===== src/rtl/alu_sequencer.sv =====
// alu_sequencer
//   Clocked front-end that shares one combinational 4-bit ALU between two
//   requesters. The block arbitrates round-robin, drives and holds the ALU
//   operands and function bits for EXEC_CYCLES cycles, captures ALU_OUT, and
//   returns the result to the winning requester over a valid/ready channel.
//
// Parameters
//   EXEC_CYCLES  cycles the ALU inputs are held before alu_out is sampled (1..15)
//
// Ports
//   clk, rst_n                      clock (rising edge), async active-low reset
//   reqN_valid/ready/op/x/y         request channel N (N = 0,1); op: 00 ADD,
//                                   01 SUB, 10 XOR, 11 XNOR
//   rspN_valid/ready/data           response channel N, data valid with valid
//   alu_x, alu_y, alu_f0, alu_f1    to the ALU operand and function inputs
//   alu_out                         from the ALU result
//   busy                            high while settling or responding
module alu_sequencer #(
  parameter int EXEC_CYCLES = 1
) (
  input  logic       clk,
  input  logic       rst_n,
  input  logic       req0_valid,
  output logic       req0_ready,
  input  logic [1:0] req0_op,
  input  logic [3:0] req0_x,
  input  logic [3:0] req0_y,
  input  logic       req1_valid,
  output logic       req1_ready,
  input  logic [1:0] req1_op,
  input  logic [3:0] req1_x,
  input  logic [3:0] req1_y,
  output logic       rsp0_valid,
  input  logic       rsp0_ready,
  output logic [3:0] rsp0_data,
  output logic       rsp1_valid,
  input  logic       rsp1_ready,
  output logic [3:0] rsp1_data,
  output logic [3:0] alu_x,
  output logic [3:0] alu_y,
  output logic       alu_f0,
  output logic       alu_f1,
  input  logic [3:0] alu_out,
  output logic       busy
);

  typedef enum logic [1:0] {
    IDLE   = 2'd0,
    SETTLE = 2'd1,
    RESP   = 2'd2
  } state_t;

  // Counter load so that alu_out is sampled EXEC_CYCLES edges after accept.
  localparam logic [3:0] SETTLE_LOAD = 4'(EXEC_CYCLES - 1);

  state_t     state_r;
  logic       ptr_r;
  logic       owner_r;
  logic [3:0] cnt_r;
  logic [3:0] result_r;
  logic [3:0] alu_x_r;
  logic [3:0] alu_y_r;
  logic [1:0] alu_op_r;
  logic       rsp0_valid_r;
  logic       rsp1_valid_r;
  logic       busy_r;

  logic       grant0_s;
  logic       grant1_s;
  logic [1:0] sel_op_s;
  logic [3:0] sel_x_s;
  logic [3:0] sel_y_s;
  logic       rsp_ready_s;

  // Round-robin grant: the requester at ptr wins, else the other one if valid.
  // Depends only on state, ptr and the request valids.
  always_comb begin
    grant0_s = 1'b0;
    grant1_s = 1'b0;
    if (state_r == IDLE) begin
      if (ptr_r == 1'b0) begin
        grant0_s = req0_valid;
        grant1_s = ~req0_valid & req1_valid;
      end else begin
        grant1_s = req1_valid;
        grant0_s = ~req1_valid & req0_valid;
      end
    end else begin
      grant0_s = 1'b0;
      grant1_s = 1'b0;
    end
  end

  // Operand mux for the granted requester and the owner's response ready.
  always_comb begin
    sel_op_s    = req0_op;
    sel_x_s     = req0_x;
    sel_y_s     = req0_y;
    if (grant1_s) begin
      sel_op_s = req1_op;
      sel_x_s  = req1_x;
      sel_y_s  = req1_y;
    end else begin
      sel_op_s = req0_op;
      sel_x_s  = req0_x;
      sel_y_s  = req0_y;
    end
    rsp_ready_s = owner_r ? rsp1_ready : rsp0_ready;
  end

  // Sequencer FSM with registered ALU drive, response and busy outputs.
  always_ff @(posedge clk or negedge rst_n) begin
    if (!rst_n) begin
      state_r      <= IDLE;
      ptr_r        <= 1'b0;
      owner_r      <= 1'b0;
      cnt_r        <= 4'd0;
      result_r     <= 4'd0;
      alu_x_r      <= 4'd0;
      alu_y_r      <= 4'd0;
      alu_op_r     <= 2'd0;
      rsp0_valid_r <= 1'b0;
      rsp1_valid_r <= 1'b0;
      busy_r       <= 1'b0;
    end else begin
      case (state_r)
        IDLE: begin
          if (grant0_s || grant1_s) begin
            // ALU drive registers double as the captured request; they
            // change only here so the ALU inputs hold through SETTLE/RESP.
            alu_x_r  <= sel_x_s;
            alu_y_r  <= sel_y_s;
            alu_op_r <= sel_op_s;
            owner_r  <= grant1_s;
            cnt_r    <= SETTLE_LOAD;
            busy_r   <= 1'b1;
            state_r  <= SETTLE;
          end
        end
        SETTLE: begin
          if (cnt_r == 4'd0) begin
            result_r     <= alu_out;
            rsp0_valid_r <= ~owner_r;
            rsp1_valid_r <= owner_r;
            state_r      <= RESP;
          end else begin
            cnt_r <= cnt_r - 4'd1;
          end
        end
        RESP: begin
          if (rsp_ready_s) begin
            ptr_r        <= ~owner_r;
            rsp0_valid_r <= 1'b0;
            rsp1_valid_r <= 1'b0;
            busy_r       <= 1'b0;
            state_r      <= IDLE;
          end
        end
        default: begin
          rsp0_valid_r <= 1'b0;
          rsp1_valid_r <= 1'b0;
          busy_r       <= 1'b0;
          state_r      <= IDLE;
        end
      endcase
    end
  end

  assign req0_ready = grant0_s;
  assign req1_ready = grant1_s;
  assign rsp0_valid = rsp0_valid_r;
  assign rsp1_valid = rsp1_valid_r;
  assign rsp0_data  = result_r;
  assign rsp1_data  = result_r;
  assign alu_x      = alu_x_r;
  assign alu_y      = alu_y_r;
  // Op encoding is already {F1,F0}.
  assign alu_f1     = alu_op_r[1];
  assign alu_f0     = alu_op_r[0];
  assign busy       = busy_r;

endmodule


===== config.mk =====
export PLATFORM = sky130hd
export DESIGN_NAME = alu_sequencer
export DESIGN_NICKNAME = d
export VERILOG_FILES = /design/src/rtl/alu_sequencer.sv
export SDC_FILE = /design/constraint.sdc
export NUM_CORES = 1
export LEC_CHECK = 0
export BUFFER_PORTS_ARGS = -buffer_cell sky130_fd_sc_hd__buf_2
export CAP_MARGIN = 5
export CELL_PAD_IN_SITES_DETAIL_PLACEMENT = 1
export CELL_PAD_IN_SITES_GLOBAL_PLACEMENT = 2
export CORE_ASPECT_RATIO = 0.7
export CORE_UTILIZATION = 28
export DETAILED_ROUTE_END_ITERATION = 12
export GPL_TIMING_DRIVEN = 0
export PLACE_DENSITY = 0.85
export SYNTH_ARGS = -nofsm -noshare
export SYNTH_HDL_FRONTEND = slang
export SYNTH_SLANG_ARGS = --single-unit

===== constraint.sdc =====
create_clock -name clk -period 1.8 [get_ports clk]
set_input_delay 0.18 -clock clk [delete_from_list [all_inputs] [get_ports clk]]
set_output_delay 0.18 -clock clk [all_outputs]
set_load 0.02 [all_outputs]

---- Yosys cells after proc, flatten, opt, wreduce, memory -nomap -nowiden ----
Index checks and enable logic that the tools add are counted.
operators by class
  add/sub/neg operators ................... 1
  equality and inequality tests ........... 6
  multiplexer cells ....................... 22
  bitwise gates (word level) .............. 7
  reductions and logical operators ........ 11
operators by type and width
  cell                 number
  $mux 4               4
  $reduce_and 3->1     4
  $mux 1               9
  $pmux 1 s3           3
  $mux 2               4
  $pmux 4 s2           1
  $ne 2x2->1 const B   3
  $pmux 2 s3           1
  $reduce_and 2->1     3
  $not 1->1            5
  $logic_not 4->1      1
  $sub 4x1->4 const B  1
  $and 1x1->1          2
  $eq 2x1->1 const B   1
  $eq 2x2->1 const B   1
  $logic_not 2->1      1
  $ne 2x1->1 const B   1
  $reduce_bool 2->1    1
  $logic_or 1x1->1     1
word-level totals
  bits in registers ....................... 25
  input bits .............................. 30
  output and inout bits ................... 23
  logic and storage cells ................. 58

---- Longest topological paths before layout ----
  word-level depth ........................ 7
  mapped depth ............................ 5
  gate-level depth less buffers ........... 5

---- Worst setup path after synthesis ----
OpenSTA, ideal clock, no wires.
  kind .................................... register to register
  start point ............................. reg cnt_r[0]
  end point ............................... reg result_r[0], in the netlist rsp0_data[0]
  setup time .............................. 125 ps
  arrival time ............................ 1492 ps
  data required time ...................... 1675 ps
  slack ................................... 183 ps
  stages on the path, launching flop included .. 6
  path buffers ............................ 0
  period minus slack after synthesis ...... 1617 ps
  cells stage by stage .................... dfrtp_1 -> inv_1 -> ha_1 -> or3b_4 -> nand2b_4 -> mux2_4
between the ends
  cells in the longest elaborated chain, start to end .. 2
ends and longest elaborated chain
  what                        line  source
  start: declaration          59    logic [3:0] cnt_r;
  start signal: assignment    147   cnt_r <= cnt_r - 4'd1;
  $logic_not 4->1             141   if (cnt_r == 4'd0) begin
  $reduce_and 2->1 (no line)  n/a
  end signal: assignment      142   result_r <= alu_out;
  end: declaration            60    logic [3:0] result_r;
No other way between the ends.
A chain may end at the register's enable or synchronous reset.

---- Worst setup path after layout ----
  start point ............................. reg cnt_r[0]
  end point ............................... reg result_r[2], in the netlist rsp0_data[2]
Same word-level chain as after synthesis.

==> impl_metrics.tcl <==
set metrics [dict create \
    status "complete, but fails checks" \
    violations "DRC" \
    clock.fmax_ghz 0.5753 \
    yosysSeqAreaShare_pct 47.08 \
    antenna_left 0 \
    rsz0062_at_grt "no" \
    grt_pass1_vias 1275 \
    portBuffers 52 \
    path_max_fanout 5 \
    clkSlewWorstSetupHoldPaths_ns 0.09 \
    cts_tree "built" \
    hold_viol_final 0 \
    total_power_w 0.003125 \
    drive_gt1_share_pct 41.62 \
    clkSinkCount 25 \
    htreeDepth 1 \
    avgSynthCellArea_um2 10.38 \
    synth.cell_area_um2 1329 \
    dieArea_um2 5029 \
    register_area_um2 625.6 \
    crit_start "cnt_r[0]" \
    numCtsBuffers 3 \
    multi_input_area_um2 584.3 \
    final_max_slew_viol_count 0 \
    r2r_start "cnt_r[0]" \
    dp_hpwl_mm 2.937 \
    worst_pin_slew_ns 0.5933 \
    area_growth_pct 29.19 \
    initial_utilization_pct 29.83 \
    fin_area_um2 1717 \
    post-place-cells 235 \
    io_pins 53 \
    worstRegToRegCells 5 \
    finalNetCount 217 \
    fin_crit_sh_pct 96.57 \
    regToRegSetupSlack_ns 0.06 \
    p_per_area_nw_per_um2 1820 \
    root_buffer "clkbuf_8" \
    ys_warn_count 0 \
    dieWidth_um 84.34 \
    dpl-instance-area_um2 1658 \
    r2r-end "rsp0_data[2]" \
    cp-end-kind "flip-flop" \
    min_period_ns 1.738 \
    clk-insertion-delay-late_ns 0.27 \
    final_common_cell "buf_2" \
    start_kind "flip-flop" \
    fin_setup_tns_ns 0 \
    drt_pass1_iterations 8 \
    required_ns 1.97 \
    fin_skew_ns 0.003043 \
    antenna_found_initial 0 \
    setup_viol_count_final 0 \
    die-height_um 59.64 \
    drtIter0Drc 43 \
    final_cell_mix "53 x buf_2, 25 x dfrtp_1, 12 x inv_1, 12 x o21ai_0, 10 x nand4_1" \
    crit_end "rsp0_data[2]" \
    grt_pass1_wl_mm 6.106 \
    rows 20 \
    grt_start_max_net_pins 26 \
    place_congestion 0.7931 \
    antenna_cells 0 \
    fin_cells 240 \
    wirelength_mm 3.739 \
    yosysUniqueCellTypes 39 \
    gr-total-overflow 0 \
    max-vdd-ir-drop_v 0.0005088 \
    track_usage_pct 15.89 \
    clock_path_buffers 2 \
    crit_type "flip-flop to flip-flop" \
    avgViaCountPerCell 5.121 \
    fill_cells 521 \
    cts_setup_buffers 0 \
    maxCapViolCount 0 \
    wl_per_cell_um 15.58 \
    total_leakage_power_nw 0.8445 \
    drc_errors 2 \
    via_count 1229 \
    slew-limit-headroom_pct 60.45 \
    synthCells 128 \
    ys_ff_latch 25 \
    arrival_ns 1.90 \
    syn_nets 159 \
    hold_class "primary input to flip-flop" \
    core_um2 4454 \
]
## how the worst min path moves through the flow
| stage | startpoint | to | slack, ns | cells after the start |
|---|---|---|---|---|
| floorplan | rst_n | alu_op_r[0] | -0.12 | 0 |
| global placement | rst_n | rsp1_valid | 0.20 | 1 |
| detailed placement | rst_n | state_r[1] | 0.21 | 1 |
| CTS | alu_out[0] | rsp0_data[0] | 0.13 | 2 |
| global route | alu_out[0] | rsp0_data[0] | 0.13 | 2 |
| finish | alu_out[0] | rsp0_data[0] | 0.13 | 2 |
## cell type report
type / count / area share [%]
Multi-Input combinational cell: 77 / 34.04
Clock buffer: 3 / 2.405
Tap cell: 55 / 4.009
Sequential cell: 25 / 36.44
Timing Repair Buffer: 53 / 15.74
Clock inverter: 1 / 0.2915
Buffer: 12 / 4.009
Inverter: 14 / 3.061
## routing by layer
layer  up-vias  GRT usage (%)  routed length (um)
met5         -              0                   0
met4         0          5.811                  56
met3         5          2.925                 123
met2        26          27.99                1923
met1       619          19.95                1635
li1        579              -                   -
## repair_timing
action | in CTS | in global routing
gates resized for setup | 1 | 2
endpoints found under the setup margin | 4 | 4
endpoints found under the hold margin | 25 | 0
hold buffers | 1 | 0
## critical path, cell delays in order, from the launching register on
cell and delay [ns]:
dfrtp_1 0.42, inv_2 0.09, ha_2 0.20, or3b_4 0.41, nand2b_4 0.20, mux2_4 0.30
## registers in the layout, indices dropped and copies added (netlist names)
signal      count
busy            1
rsp0_data       4
alu_x           4
owner_r         1
ptr_r           1
state_r         2
rsp0_valid      1
alu_op_r        2
alu_y           4
rsp1_valid      1
cnt_r           4
## power breakdown
group	internal, W	switching, W	leakage (nW)	total, W
Clock	0.000155	0.000188	0.0255	0.000344
Sequential	0.000839	0.000204	0.304	0.00104
Combinational	0.000755	0.000983	0.515	0.00174
## synthesized netlist by cell type
master	number	area (um^2)
a21bo_2	1	10.01
a21boi_0	1	7.510
a21oi_1	2	10.01
a31oi_1	1	6.260
and2_1	1	6.260
and2b_2	1	8.760
and3_1	1	6.260
and3_4	1	11.26
and4b_2	1	11.26
and4bb_2	1	12.51
buf_2	1	5.000
buf_4	4	30.03
buf_6	1	11.26
clkbuf_1	6	22.52
dfrtp_1	25	625.6
ha_1	1	12.51
inv_1	14	52.55
mux2_4	4	60.06
mux2i_1	5	50.05
nand2_1	1	3.750
nand2b_1	1	6.260
nand2b_4	1	13.76
nand3_1	1	5.000
nand3b_1	1	7.510
nand4_1	10	62.56
nor2_1	4	15.01
nor2_2	1	6.260
nor2b_1	2	12.51
nor3_1	2	10.01
o21a_1	1	7.510
o21ai_0	12	60.06
o21bai_1	1	7.510
o22ai_1	2	12.51
o2bb2ai_1	3	26.28
o311ai_0	9	78.83
o311ai_1	1	8.760
o31ai_1	1	7.510
or2_1	1	6.260
or3b_4	1	11.26
## stage by stage
step	util, %	setup slack, ns	hold WS (ns)
final	38.54	0.06171	0.1306
after global routing	38.54	0.002896	0.1319
after CTS	38.54	0.005848	0.1317
after detailed placement	37.22	0.04564	0.2142
after global placement	37.22	0.1125	0.2041
after floorplan	-	0.1828	-0.1156
## cell families after synthesis
| kind of cell | Yosys count | synth area share, % |
|---|---|---|
| AO/OA/AOI/OAI | 35 | 18.27 |
| AND/OR/NAND/NOR | 32 | 16.29 |
| buffers and inverters | 26 | 9.133 |
| flip-flops | 25 | 47.08 |
| multiplexers | 9 | 8.287 |
| adder cells (fa/ha/maj) | 1 | 0.9415 |
(Power assumes the default switching activity.)
